==> src/rtl/kg_patch_pkg.sv <==
// Shared types and default widths for the kugelblitz byte-patch scheduler.
package kg_patch_pkg;

  localparam int KG_REQ_COUNT    = 2;
  localparam int KG_OFFSET_WIDTH = 6;
  localparam int KG_BYTE_WIDTH   = 8;
  localparam int KG_COUNT_WIDTH  = 16;
  localparam int KG_FIFO_DEPTH   = 4;
  localparam int KG_SRC_WIDTH    = (KG_REQ_COUNT > 1) ? $clog2(KG_REQ_COUNT) : 1;

  typedef struct packed {
    logic [KG_SRC_WIDTH-1:0]    src;
    logic [KG_OFFSET_WIDTH-1:0] offset;
    logic [KG_BYTE_WIDTH-1:0]   data;
    logic [KG_COUNT_WIDTH-1:0]  count;
  } patch_cmd_t;

  typedef enum logic [0:0] {
    ST_IDLE   = 1'b0,
    ST_ACTIVE = 1'b1
  } patch_state_e;

  function automatic int wrap_inc(input int v, input int n);
    if (v + 1 >= n) begin
      return 0;
    end else begin
      return v + 1;
    end
  endfunction

endpackage

==> src/rtl/kg_patch_fifo.sv <==
// Synchronous command FIFO for patch commands; clr_i empties it at the next edge.
module kg_patch_fifo
  import kg_patch_pkg::*;
#(
  parameter int DEPTH = KG_FIFO_DEPTH,
  parameter int AW    = $clog2(DEPTH)
) (
  input  logic       clk_i,
  input  logic       rst_ni,
  input  logic       clr_i,
  input  logic       push_i,
  input  patch_cmd_t wdata_i,
  input  logic       pop_i,
  output patch_cmd_t rdata_o,
  output logic       full_o,
  output logic       empty_o
);

  patch_cmd_t     mem_q [DEPTH];
  logic [AW:0]    wr_ptr_q;
  logic [AW:0]    rd_ptr_q;
  logic           do_push_s;
  logic           do_pop_s;

  assign empty_o   = (wr_ptr_q == rd_ptr_q);
  assign full_o    = (wr_ptr_q[AW] != rd_ptr_q[AW]) &&
                     (wr_ptr_q[AW-1:0] == rd_ptr_q[AW-1:0]);
  assign do_pop_s  = pop_i && !empty_o && !clr_i;
  // A pop frees the slot, so a push alongside it is legal even when full.
  assign do_push_s = push_i && (!full_o || do_pop_s) && !clr_i;
  assign rdata_o   = mem_q[rd_ptr_q[AW-1:0]];

  always_ff @(posedge clk_i) begin
    if (!rst_ni) begin
      wr_ptr_q <= '0;
      rd_ptr_q <= '0;
    end else if (clr_i) begin
      wr_ptr_q <= '0;
      rd_ptr_q <= '0;
    end else begin
      if (do_push_s) begin
        wr_ptr_q <= wr_ptr_q + (AW+1)'(1);
      end else begin
        wr_ptr_q <= wr_ptr_q;
      end
      if (do_pop_s) begin
        rd_ptr_q <= rd_ptr_q + (AW+1)'(1);
      end else begin
        rd_ptr_q <= rd_ptr_q;
      end
    end
  end

  always_ff @(posedge clk_i) begin
    if (do_push_s) begin
      mem_q[wr_ptr_q[AW-1:0]] <= wdata_i;
    end
  end

endmodule

==> src/rtl/kugelblitz_patch_sched.sv <==
// Round-robin byte-patch scheduler: arbiter, command queue and frame-gated apply FSM.
// Define KG_PATCH_STATS_EN to implement the stat_frames counter (tied to 0 otherwise).
module kugelblitz_patch_sched
  import kg_patch_pkg::*;
#(
  parameter int REQ_COUNT    = KG_REQ_COUNT,
  parameter int OFFSET_WIDTH = KG_OFFSET_WIDTH,
  parameter int BYTE_WIDTH   = KG_BYTE_WIDTH,
  parameter int COUNT_WIDTH  = KG_COUNT_WIDTH,
  parameter int FIFO_DEPTH   = KG_FIFO_DEPTH,
  parameter int SRC_WIDTH    = (REQ_COUNT > 1) ? $clog2(REQ_COUNT) : 1
) (
  input  logic                              clk,
  input  logic                              rst_n,
  input  logic [REQ_COUNT-1:0]              req_valid,
  output logic [REQ_COUNT-1:0]              req_ready,
  input  logic [REQ_COUNT*OFFSET_WIDTH-1:0] req_offset,
  input  logic [REQ_COUNT*BYTE_WIDTH-1:0]   req_data,
  input  logic [REQ_COUNT*COUNT_WIDTH-1:0]  req_count,
  input  logic                              flush,
  input  logic                              mon_tvalid,
  input  logic                              mon_tready,
  input  logic                              mon_tlast,
  output logic                              patch_en,
  output logic [OFFSET_WIDTH-1:0]           patch_offset,
  output logic [BYTE_WIDTH-1:0]             patch_data,
  output logic [SRC_WIDTH-1:0]              patch_src,
  output logic                              busy,
  output logic [31:0]                       stat_frames
);

  patch_cmd_t               wr_cmd_s;
  patch_cmd_t               head_cmd_s;
  logic                     fifo_full_s;
  logic                     fifo_empty_s;
  logic                     any_s;
  logic                     accept_s;
  logic                     pop_s;
  logic                     beat_s;
  logic                     first_beat_s;
  logic [SRC_WIDTH-1:0]     win_s;
  logic [SRC_WIDTH-1:0]     idx_s;
  logic [SRC_WIDTH:0]       sum_s;
  logic [SRC_WIDTH-1:0]     ptr_q;
  logic [SRC_WIDTH-1:0]     ptr_d;
  patch_state_e             state_q;
  logic                     in_frame_q;
  logic [COUNT_WIDTH-1:0]   remaining_q;
  logic [OFFSET_WIDTH-1:0]  offset_q;
  logic [BYTE_WIDTH-1:0]    data_q;
  logic [SRC_WIDTH-1:0]     src_q;

  // Search from the pointer upward, wrapping, for the first valid requester.
  always_comb begin
    any_s = 1'b0;
    win_s = '0;
    idx_s = '0;
    sum_s = '0;
    for (int k = 0; k < REQ_COUNT; k++) begin
      sum_s = {1'b0, ptr_q} + (SRC_WIDTH+1)'(k);
      if (sum_s >= (SRC_WIDTH+1)'(REQ_COUNT)) begin
        sum_s = sum_s - (SRC_WIDTH+1)'(REQ_COUNT);
      end else begin
        sum_s = sum_s;
      end
      idx_s = sum_s[SRC_WIDTH-1:0];
      if (!any_s && req_valid[idx_s]) begin
        any_s = 1'b1;
        win_s = idx_s;
      end else begin
        any_s = any_s;
      end
    end
  end

  assign accept_s  = any_s && !fifo_full_s && !flush && rst_n;
  assign req_ready = accept_s ? (REQ_COUNT'(1) << win_s) : '0;
  assign ptr_d     = SRC_WIDTH'(wrap_inc(int'(win_s), REQ_COUNT));

  always_comb begin
    wr_cmd_s        = '0;
    wr_cmd_s.src    = win_s;
    wr_cmd_s.offset = req_offset[win_s*OFFSET_WIDTH +: OFFSET_WIDTH];
    wr_cmd_s.data   = req_data[win_s*BYTE_WIDTH +: BYTE_WIDTH];
    wr_cmd_s.count  = req_count[win_s*COUNT_WIDTH +: COUNT_WIDTH];
  end

  always_ff @(posedge clk) begin
    if (!rst_n) begin
      ptr_q <= '0;
    end else if (accept_s) begin
      ptr_q <= ptr_d;
    end else begin
      ptr_q <= ptr_q;
    end
  end

  kg_patch_fifo #(
    .DEPTH (FIFO_DEPTH)
  ) u_fifo (
    .clk_i   (clk),
    .rst_ni  (rst_n),
    .clr_i   (flush),
    .push_i  (accept_s),
    .wdata_i (wr_cmd_s),
    .pop_i   (pop_s),
    .rdata_o (head_cmd_s),
    .full_o  (fifo_full_s),
    .empty_o (fifo_empty_s)
  );

  assign beat_s = mon_tvalid && mon_tready;

  always_ff @(posedge clk) begin
    if (!rst_n) begin
      in_frame_q <= 1'b0;
    end else if (beat_s) begin
      in_frame_q <= !mon_tlast;
    end else begin
      in_frame_q <= in_frame_q;
    end
  end

  // Patching only opens between frames, so a command never changes mid-frame.
  assign pop_s        = (state_q == ST_IDLE) && !fifo_empty_s && !flush;
  assign patch_en     = (state_q == ST_ACTIVE) && !in_frame_q && !flush && rst_n;
  assign first_beat_s = patch_en && beat_s;
  assign busy         = (state_q == ST_ACTIVE) || !fifo_empty_s;
  assign patch_offset = offset_q;
  assign patch_data   = data_q;
  assign patch_src    = src_q;

  always_ff @(posedge clk) begin
    if (!rst_n) begin
      state_q     <= ST_IDLE;
      remaining_q <= '0;
      offset_q    <= '0;
      data_q      <= '0;
      src_q       <= '0;
    end else if (flush) begin
      state_q     <= ST_IDLE;
    end else begin
      case (state_q)
        ST_IDLE: begin
          if (!fifo_empty_s && (head_cmd_s.count != '0)) begin
            state_q     <= ST_ACTIVE;
            remaining_q <= head_cmd_s.count;
            offset_q    <= head_cmd_s.offset;
            data_q      <= head_cmd_s.data;
            src_q       <= head_cmd_s.src;
          end else begin
            state_q     <= ST_IDLE;
          end
        end
        ST_ACTIVE: begin
          if (first_beat_s) begin
            remaining_q <= remaining_q - COUNT_WIDTH'(1);
            if (remaining_q == COUNT_WIDTH'(1)) begin
              state_q <= ST_IDLE;
            end else begin
              state_q <= ST_ACTIVE;
            end
          end else begin
            state_q <= ST_ACTIVE;
          end
        end
        default: begin
          state_q <= ST_IDLE;
        end
      endcase
    end
  end

`ifdef KG_PATCH_STATS_EN
  logic [31:0] stat_q;

  always_ff @(posedge clk) begin
    if (!rst_n) begin
      stat_q <= 32'd0;
    end else if (first_beat_s) begin
      stat_q <= stat_q + 32'd1;
    end else begin
      stat_q <= stat_q;
    end
  end

  assign stat_frames = stat_q;
`else
  assign stat_frames = 32'd0;
`endif

endmodule

==> config.mk <==
export PLATFORM = sky130hd
export DESIGN_NAME = kugelblitz_patch_sched
export DESIGN_NICKNAME = d
export VERILOG_FILES = /design/src/rtl/kg_patch_pkg.sv /design/src/rtl/kg_patch_fifo.sv /design/src/rtl/kugelblitz_patch_sched.sv
export SDC_FILE = /design/constraint.sdc
export NUM_CORES = 1
export LEC_CHECK = 0
export CORE_ASPECT_RATIO = 1.4
export CORE_MARGIN = 4
export CORE_UTILIZATION = 60
export CTS_BUF_LIST = sky130_fd_sc_hd__clkbuf_8
export DETAILED_ROUTE_END_ITERATION = 7
export PLACE_DENSITY = 0.85
export SYNTH_ARGS = -nofsm -noshare
export SYNTH_HDL_FRONTEND = slang
export SYNTH_SLANG_ARGS = --single-unit
==> constraint.sdc <==
create_clock -name clk -period 6.1 [get_ports clk]
set_input_delay 0.61 -clock clk [delete_from_list [all_inputs] [get_ports clk]]
set_output_delay 0.61 -clock clk [all_outputs]
set_load 0.02 [all_outputs]
==> results of run 1 <==
-- logic make-up (layout without fill, tap and decap cells) --
group	count (synthesis)	after routing	synth area share, %
fa+ha+maj	7	7	1.17
flops	166	166	61.1
other cells	1	32	0.0502
mux	37	37	10.2
simple gates	196	196	13.0
compound gates	85	85	7.53
buf+inv	74	134	5.83
xor+xnor	10	10	1.17
-- sequential cells by signal (all words and copies together) (netlist names), named ones only --
name and cells:
remaining_q 16, state_q 1, ptr_q 1, u_fifo.rd_ptr_q 3, in_frame_q 1, patch_offset 6, u_fifo.wr_ptr_q 3, u_fifo.mem_q 124
patch_data 8, patch_src 1
-- final cells by class --
| cell class | instances | area [um^2] | area share (%) |
|---|---|---|---|
| Sequential cell | 166 | 4570 | 52.5 |
| Timing Repair Buffer | 93 | 913 | 10.5 |
| Multi-Input combinational cell | 367 | 2600 | 29.9 |
| Clock inverter | 15 | 166 | 1.91 |
| Inverter | 9 | 33.8 | 0.388 |
| Tap cell | 150 | 188 | 2.16 |
| Clock buffer | 17 | 234 | 2.69 |
-- stage by stage --
| step | total power (uW) | std cells | utilization, % | worst slack [ns] |
|---|---|---|---|---|
| floorplan | 1430 | 607 | - | 3.28 |
| global placement | 1490 | 785 | 67.7 | 1.87 |
| detailed placement | 1510 | 785 | 67.7 | 1.72 |
| CTS | 2270 | 817 | 71.0 | 1.74 |
| global route | 2350 | 817 | 71.0 | 1.41 |
| finish | 2260 | 817 | 71.0 | 1.67 |
-- where the power goes --
part | internal (uW) | switching, uW | total (uW)
Clock | 372 | 407 | 779
Sequential | 1240 | 14.8 | 1260
Combinational | 95.8 | 130 | 226
Total | 1710 | 552 | 2260
-- path summary, 6_finish.rpt --
kind | from | to | slack [ns]
setup reg to reg | flip-flop | remaining_q[0]$_SDFFE_PN0P_ | 2.47
hold reg to reg | patch_offset[1]$_SDFFE_PN0P_ | patch_offset[1]$_SDFFE_PN0P_ | 0.48
hold / removal | patch_offset[1]$_SDFFE_PN0P_ | patch_offset[1]$_SDFFE_PN0P_ | 0.48
setup / recovery | rst_n | req_ready[1] | 1.67
-- cells in the final DEF (no fill, tap or decap), drive strengths merged, types with 3 or more instances in the layout --
| cell type | netlist | final |
|---|---|---|
| buf | 42 | 7 |
| ha | 7 | 7 |
| a21o | 3 | 3 |
| mux4 | 31 | 31 |
| conb | 1 | 32 |
| clkdlybuf4s50 | 0 | 86 |
| a311oi | 4 | 4 |
| clkinv | 0 | 4 |
| o21ai | 23 | 23 |
| o2111ai | 7 | 7 |
| nor2 | 16 | 16 |
| nor3 | 6 | 6 |
| nand2 | 110 | 110 |
| or4 | 4 | 4 |
| and2 | 9 | 9 |
| xor2 | 3 | 3 |
| clkbuf | 23 | 17 |
| o211ai | 13 | 13 |
| clkinvlp | 0 | 4 |
| a31oi | 4 | 4 |
| nand4 | 3 | 3 |
| a21oi | 20 | 20 |
| mux2i | 5 | 5 |
| nor4 | 8 | 8 |
| nand3 | 24 | 24 |
| or3 | 3 | 3 |
| dfxtp | 42 | 42 |
| xnor2 | 7 | 7 |
| o31ai | 3 | 3 |
| edfxtp | 124 | 124 |
| inv | 9 | 14 |
-- critical path, stage by stage --
cell,delay (ns)
clkdlybuf4s50_1,1.05
nand2b_1,0.35
a311oi_1,0.90
nor2b_1,0.27
clkdlybuf4s50_1,0.63
-- metal layers --
| metal | routed length (um) | share of wire (%) | GRT usage [%] | vias to the layer above |
|---|---|---|---|---|
| met5 | 0 | 0 | 0 | - |
| met2 | 8470 | 53 | 39.8 | 219 |
| met3 | 939 | 5.9 | 4.29 | 20 |
| met1 | 6320 | 40 | 29.0 | 2365 |
| met4 | 257 | 1.6 | 7.39 | 0 |
| li1 | - | - | - | 2249 |
==> impl_metrics.py, run 1 <==
metrics = {
    "yosys": {
        "synthDominantCellAreaShare_pct": 49.8,
        "synth_area_leaders": "edfxtp_1 50%, dfxtp_1 11%, mux4_2 9.3%",
        "synth_warnings": 0,
        "synth.avg_cell_area_um2": 13.0,
        "synthCells": 576,
        "ys_ff_latch": 166,
        "yosysUniqueCellTypes": 54,
        "yosysMostFrequentCell": "edfxtp_1",
        "ys_async_sr_fraction_pct": 0,
        "ys_seq_area_share_pct": 61.1,
        "synthesis.area_um2": 7470,
        "ys.flop_type": "edfxtp_1",
        "synth-edff-count": 124,
        "yosys.area.top_type": "edfxtp_1",
        "synthTopCellsByCount": "124 x edfxtp_1, 110 x nand2_1, 42 x dfxtp_1, 33 x buf_4, 31 x mux4_2",
    },
    "sta": {
        "slew_violations": 0,
        "setup_tns_ns": 0,
        "max_freq_ghz": 0.226,
        "relSlewSlack_pct": 25.2,
        "worst_pin_slew_ns": 1.12,
        "hold_viol": 0,
        "hold_slack_ns": 0.485,
        "rsz0062_at_grt": "false",
        "skew_ns": 0.0205,
        "setup_viol": 0,
        "period_needed_ns": 4.43,
        "finalCritPeriodShare_pct": 72.6,
    },
    "critical_path": {
        "crit_type": "in -> out",
        "cp-end-kind": "primary output",
        "required_ns": 5.49,
        "ff2ff_path_depth": 5,
        "critical_path_peak_fanout": 25,
        "arrival_ns": 3.82,
        "start_kind": "input port",
    },
    "clocking": {
        "cts_buffers": 17,
        "clockBufferDepth": 2,
        "cts_root_buffer": "clkbuf_8",
        "postCtsHoldBufs": 0,
        "htreeDepth": 4,
        "clk_latency_ns": 0.44,
        "cts_resized": 0,
        "tritoncts": "yes",
        "post_cts_buffers": 0,
        "path_clk_slew_ns": 0.09,
        "cts.sinks": 166,
    },
    "grt": {
        "grt_max_degree": 35,
        "grt_pass1_vias": 4807,
        "grt-ovfl-total": 0,
        "antenna_found_initial": 0,
        "grt_use_total_pct": 23.0,
        "grt_pass1_wl_um": 24900,
    },
    "worst_hold_path": {
        "hold_class": "reg -> reg",
        "min_delay_path_depth": 2,
    },
    "route": {
        "post_drt_via_cell_ratio": 5.94,
        "antenna_left": 0,
        "vias": 4853,
        "dr.pass1.iters": 5,
        "drc": 0,
        "initialDrtViolationCount": 354,
        "routed_wl_um": 16000,
        "wl_per_cell_um": 19.6,
    },
    "floorplan": {
        "die_w_um": 102,
        "ioPinCount": 119,
        "core_area_um2": 12300,
        "fp-row-count": 48,
        "die_h_um": 140,
        "start_util_pct": 61.0,
        "dieArea_um2": 14300,
    },
    "layout": {
        "nNetsFinal": 729,
        "diodes": 0,
        "final.fill_count": 825,
        "synthToLayoutAreaGrowth_pct": 16.4,
        "drive_gt1_share_pct": 12.4,
        "final_cell_area_um2": 8700,
    },
    "placed_design": {
        "place_congestion": 0.892,
        "portBuffers": 86,
        "postPlaceCellArea_um2": 8300,
        "dp_hpwl_um": 10900,
    },
    "power_and_ir_drop": {
        "power_density_nw_per_um2": 260,
        "ir_drop_mv": 0.207,
        "p_leak_uw": 0.00306,
    },
    "run_status": {
        "status": "finished clean",
    },
    "flow_run": {
        "drv_cap": 0,
    },
}
No activity file was read; power rests on OpenSTA's default activity.
==> inputs of run 2 (changes only) <==
--- a/config.mk
+++ b/config.mk
@@ -7,10 +7,10 @@
 export LEC_CHECK = 0
 export CORE_ASPECT_RATIO = 1.4
 export CORE_MARGIN = 4
-export CORE_UTILIZATION = 60
+export CORE_UTILIZATION = 50
 export CTS_BUF_LIST = sky130_fd_sc_hd__clkbuf_8
 export DETAILED_ROUTE_END_ITERATION = 7
-export PLACE_DENSITY = 0.85
+export PLACE_DENSITY = 0.75
 export SYNTH_ARGS = -nofsm -noshare
 export SYNTH_HDL_FRONTEND = slang
 export SYNTH_SLANG_ARGS = --single-unit
==> constraint.sdc (replaced) <==
create_clock -name clk -period 3.95 [get_ports clk]
set_input_delay 0.395 -clock clk [delete_from_list [all_inputs] [get_ports clk]]
set_output_delay 0.395 -clock clk [all_outputs]
set_load 0.02 [all_outputs]
==> impl_metrics.py, run 2 (same netlist as run 1, synthesis figures left out) <==
metrics = {
    "clocking": {
        "cts.sinks": 166,
        "clk_latency_ns": 0.44,
        "path_clk_slew_ns": 0.10,
        "tritoncts": "yes",
        "cts_buffers": 17,
        "cts_resized": 0,
        "clockBufferDepth": 2,
        "post_cts_buffers": 0,
        "cts_root_buffer": "clkbuf_8",
        "htreeDepth": 4,
        "postCtsHoldBufs": 0,
    },
    "placed_design": {
        "dp_hpwl_um": 10500,
        "place_congestion": 0.837,
        "portBuffers": 86,
    },
    "floorplan": {
        "die_w_um": 111,
        "dieArea_um2": 17000,
        "fp-row-count": 52,
        "die_h_um": 153,
        "ioPinCount": 119,
        "start_util_pct": 51.3,
        "core_area_um2": 14600,
    },
    "critical_path": {
        "arrival_ns": 2.66,
        "slowest_delay_ns": 0.63,
        "critical_path_peak_fanout": 25,
        "cp-end-kind": "primary output",
        "start_kind": "input port",
        "path_cells": "clkdlybuf4s50_1 > buf_4 > nand2b_1 > a311oi_1 > buf_4 > nor2b_1 > clkdlybuf4s50_1",
        "worst-path-buf-inv": 4,
        "slowest_stage": "clkdlybuf4s50_1",
        "crit_family": "buffers and inverters",
        "crit_type": "in -> out",
        "required_ns": 3.56,
    },
    "power_and_ir_drop": {
        "netSwitchingFraction_pct": 24.5,
        "intPower_uw": 2650,
        "power_density_nw_per_um2": 398,
        "p_leak_uw": 0.00312,
        "clkPwrFrac_pct": 34.7,
        "p_sw_uw": 857,
        "comb_power_share_pct": 10.0,
        "power_uw": 3500,
        "p_seq_share_pct": 55.3,
        "ir_drop_mv": 0.216,
    },
    "grt": {
        "antenna_found_initial": 0,
        "grt_pass1_vias": 4802,
        "grt_max_degree": 35,
        "grt_use_total_pct": 18.4,
        "grt-ovfl-total": 0,
        "grt_pass1_wl_um": 24800,
    },
    "route": {
        "routed_wl_um": 15200,
        "wl_per_cell_um": 17.6,
        "post_drt_via_cell_ratio": 5.45,
        "drc": 0,
        "antenna_left": 0,
        "dr.pass1.iters": 5,
        "initialDrtViolationCount": 302,
        "vias": 4702,
    },
    "layout": {
        "layout_common_cells": "124 x edfxtp_1, 110 x nand2_1, 86 x clkdlybuf4s50_1",
        "layout_commonest_cell": "edfxtp_1",
        "diodes": 0,
        "drive_gt1_share_pct": 13.4,
        "synthToLayoutAreaGrowth_pct": 17.8,
        "largest_reg_flops": 124,
        "nNetsFinal": 736,
    },
    "sta": {
        "max_freq_ghz": 0.328,
        "skew_ns": 0.0202,
        "setup_viol": 0,
        "finalCritPeriodShare_pct": 77.3,
        "rsz0062_at_grt": "false",
        "worst_pin_slew_ns": 1.09,
        "hold_viol": 0,
        "slew_violations": 0,
        "period_needed_ns": 3.05,
        "setup_tns_ns": 0,
        "relSlewSlack_pct": 27.3,
    },
    "flow_run": {
        "drv_cap": 0,
    },
    "worst_hold_path": {
        "hold_class": "reg -> reg",
    },
    "run_status": {
        "status": "finished clean",
    },
}
-- run 2: cell types whose count changed in the layout (fill, tap and decap cells not counted) --
cell / change
inv_8: +1
inv_4: +2
clkinvlp_4: -4
inv_1: +1
clkinv_2: +1
clkinv_1: -1
buf_4: +7
-- run 2: area by class of cell --
class	instances	area (um^2)
fillers	1138	5770
clock inverters	15	165
multi-input cells	367	2600
repair buffers	100	966
flip-flops and latches	166	4570
inverters	9	33.8
clock buffers	17	234
well taps	189	236
-- run 2: worst paths after layout --
check	startpoint	end	slack, ns	cells past startpoint
setup / recovery	rst_n	req_ready[1]	0.90	7
hold / removal	patch_offset[1]$_SDFFE_PN0P_	patch_offset[1]$_SDFFE_PN0P_	0.48	2
setup reg to reg	flip-flop	remaining_q[15]$_SDFFE_PN0P_	0.98	6
hold reg to reg	patch_offset[1]$_SDFFE_PN0P_	patch_offset[1]$_SDFFE_PN0P_	0.48	2
-- run 2: metrics by stage --
stage | setup WS, ns | util (%) | hold slack (ns) | cells | cell area [um^2]
after floorplan | 1.34 | - | 0.455 | 607 | 7590
after global placement | 0.993 | 57.6 | 0.474 | 831 | 8400
after detailed placement | 0.929 | 57.6 | 0.474 | 831 | 8400
after CTS | 0.911 | 60.4 | 0.487 | 863 | 8800
after global routing | 0.652 | 60.4 | 0.494 | 863 | 8800
final | 0.897 | 60.4 | 0.485 | 863 | 8800
-- run 2: power groups by stage --
stage	combinational (uW)	clock, uW	sequential (uW)
CTS	350	1240	1940
finish	349	1220	1940
global placement	340	0	1970
detailed placement	348	0	1980
floorplan	237	0	1970
global route	384	1320	1940
-- run 2: worst reg2reg max path: cells and delay by family (launching register included) --
kind | cells | cell delay, ns
simple gates | 2 | 0.54
flops | 1 | 0.70
buf+inv | 1 | 0.30
mux | 2 | 0.94
compound gates | 1 | 0.40
-- run 2: metal layers --
metal | GRT usage [%] | vias up | share of wire, %
met5 | 0 | - | 0
met4 | 6.90 | 0 | 1.9
met3 | 3.81 | 19 | 5.1
met2 | 31.7 | 162 | 52
met1 | 22.7 | 2259 | 41
li1 | - | 2262 | -
==> inputs of run 3 (changes only) <==
==> constraint.sdc (replaced) <==
create_clock -name clk -period 2.6 [get_ports clk]
set_input_delay 0.26 -clock clk [delete_from_list [all_inputs] [get_ports clk]]
set_output_delay 0.26 -clock clk [all_outputs]
set_load 0.02 [all_outputs]
==> impl_metrics.py, run 3 (same netlist as run 1, synthesis figures left out) <==
metrics = {
    "run_status": {
        "status": "finished clean",
    },
    "placed_design": {
        "portBuffers": 86,
        "place_congestion": 0.879,
        "dp_hpwl_um": 10700,
    },
    "critical_path": {
        "crit_type": "reg -> out",
        "r2r_end": "remaining_q[13]$_SDFFE_PN0P_",
        "arrival_ns": 2.18,
        "start_kind": "flip-flop",
        "required_ns": 2.34,
        "cp-end-kind": "primary output",
        "ff2ff_path_depth": 7,
        "ff2ff_setup_slack_ns": 0.17,
        "critical_path_peak_fanout": 5,
    },
    "power_and_ir_drop": {
        "power_density_nw_per_um2": 617,
        "power_uw": 5590,
        "ir_drop_mv": 0.390,
        "p_leak_uw": 0.00322,
    },
    "worst_hold_path": {
        "min_delay_path_depth": 2,
        "holdPathEnd": "in_frame_q$_SDFFE_PN0P_",
        "min_from": "mon_tlast",
        "hold_class": "in -> reg",
    },
    "route": {
        "post_drt_via_cell_ratio": 5.54,
        "wl_per_cell_um": 17.9,
        "initialDrtViolationCount": 263,
        "drc": 0,
        "dr.pass1.iters": 5,
        "routed_wl_um": 15700,
        "vias": 4860,
        "antenna_left": 0,
    },
    "layout": {
        "layout_common_cells": "124 x edfxtp_1, 110 x nand2_1, 85 x clkdlybuf4s50_1",
        "layout_commonest_cell": "edfxtp_1",
        "drive_gt1_share_pct": 15.6,
        "diodes": 0,
        "synthToLayoutAreaGrowth_pct": 21.1,
        "nNetsFinal": 750,
        "largest_reg_flops": 124,
    },
    "floorplan": {
        "ioPinCount": 119,
        "die_h_um": 153,
        "fp-row-count": 52,
        "dieArea_um2": 17000,
        "die_w_um": 111,
        "core_area_um2": 14600,
        "start_util_pct": 51.3,
    },
    "sta": {
        "finalCritPeriodShare_pct": 93.7,
        "skew_ns": 0.0189,
        "setup_viol": 0,
        "slew_violations": 0,
        "hold_viol": 0,
        "setup_tns_ns": 0,
        "rsz0062_at_grt": "false",
        "relSlewSlack_pct": 33.1,
        "max_freq_ghz": 0.410,
        "period_needed_ns": 2.44,
        "worst_pin_slew_ns": 1.00,
    },
    "grt": {
        "antenna_found_initial": 0,
        "grt_pass1_wl_um": 25700,
        "use_met2_pct": 32.7,
        "grt_max_degree": 33,
        "use_met1_pct": 23.9,
        "busiest_layer": "met2",
        "grt-ovfl-total": 0,
        "grt_pass1_vias": 4975,
        "grtUsageMet3_pct": 3.50,
        "grt_use_total_pct": 19.0,
    },
    "clocking": {
        "clk_latency_ns": 0.45,
        "htreeDepth": 4,
        "cts_buffers": 17,
        "path_clk_slew_ns": 0.10,
        "tritoncts": "yes",
        "cts.sinks": 166,
        "cts_root_buffer": "clkbuf_8",
        "postCtsHoldBufs": 0,
        "clockBufferDepth": 2,
    },
    "flow_run": {
        "drv_cap": 0,
    },
}
==> run 3: changes by cell type in the layout (fill, tap and decap cells not counted), moves of 2 or more <==
| cell | delta |
|---|---|
| clkinv_4 | -2 |
| inv_4 | -2 |
| bufinv_16 | +3 |
| buf_12 | +6 |
| buf_4 | +7 |
==> run 3: layer usage <==
| layer | share of wire [%] | wire length, um |
|---|---|---|
| met4 | 1.7 | 271 |
| met1 | 41 | 6430 |
| met5 | 0 | 0 |
| met2 | 51 | 8070 |
| met3 | 5.8 | 912 |
==> run 3: worst max-delay path by stage <==
stage	to	start	slack, ns	cells past startpoint
2_1_floorplan	u_fifo.mem_q[3][0]$_DFFE_PP_	u_fifo.wr_ptr_q[0]$_SDFFE_PP0P_	0.06	3
3_3_place_gp	remaining_q[8]$_SDFFE_PN0P_	flip-flop	0.19	7
3_5_place_dp	remaining_q[5]$_SDFFE_PN0P_	flip-flop	0.13	7
4_1_cts	req_ready[0]	u_fifo.wr_ptr_q[0]$_SDFFE_PP0P_	0.01	4
5_1_grt	remaining_q[11]$_SDFFE_PN0P_	flip-flop	0.003	7
6_report	req_ready[0]	u_fifo.wr_ptr_q[0]$_SDFFE_PP0P_	0.16	4
==> run 3: area by class of cell <==
type / count / area, um^2
Sequential cell: 166 / 4570
Clock buffer: 17 / 234
Clock inverter: 15 / 223
Multi-Input combinational cell: 367 / 2610
Timing Repair Buffer: 114 / 1150
Inverter: 9 / 33.8
Tap cell: 189 / 236
Fill cell: 1094 / 5520
==> run 3: per-stage QoR <==
stage	std cells	utilization, %	area [um^2]	setup WS (ns)	hold WS (ns)
2_1_floorplan	607	-	7590	0.0596	0.370
3_3_place_gp	840	58.6	8540	0.192	0.475
6_report	877	62.1	9050	0.164	0.390
5_1_grt	877	62.1	9050	0.00271	0.395
3_5_place_dp	840	58.6	8540	0.132	0.479
4_1_cts	873	61.8	9010	0.0123	0.364
==> run 3: critical path: stages (launching register included) <==
cell	delay, ns
dfxtp_2	0.37
xnor2_1	0.20
a311oi_2	0.38
and2_1	0.18
clkdlybuf4s50_1	0.60
==> run 3: power by group <==
group | switching (uW) | leakage, uW | internal [uW] | total [uW]
registers | 23.2 | 0.00147 | 2910 | 2940
clock network | 941 | 0.000226 | 1150 | 2090
logic | 316 | 0.00153 | 243 | 559
==> run 3: repair_timing <==
action / 4_1_cts / 5_1_grt
cloned: 0 / 0
gates resized for setup: 2 / 3
pin swaps: 1 / 1
buffers inserted: 1 / 4
setup endpoints to repair: 2 / 26
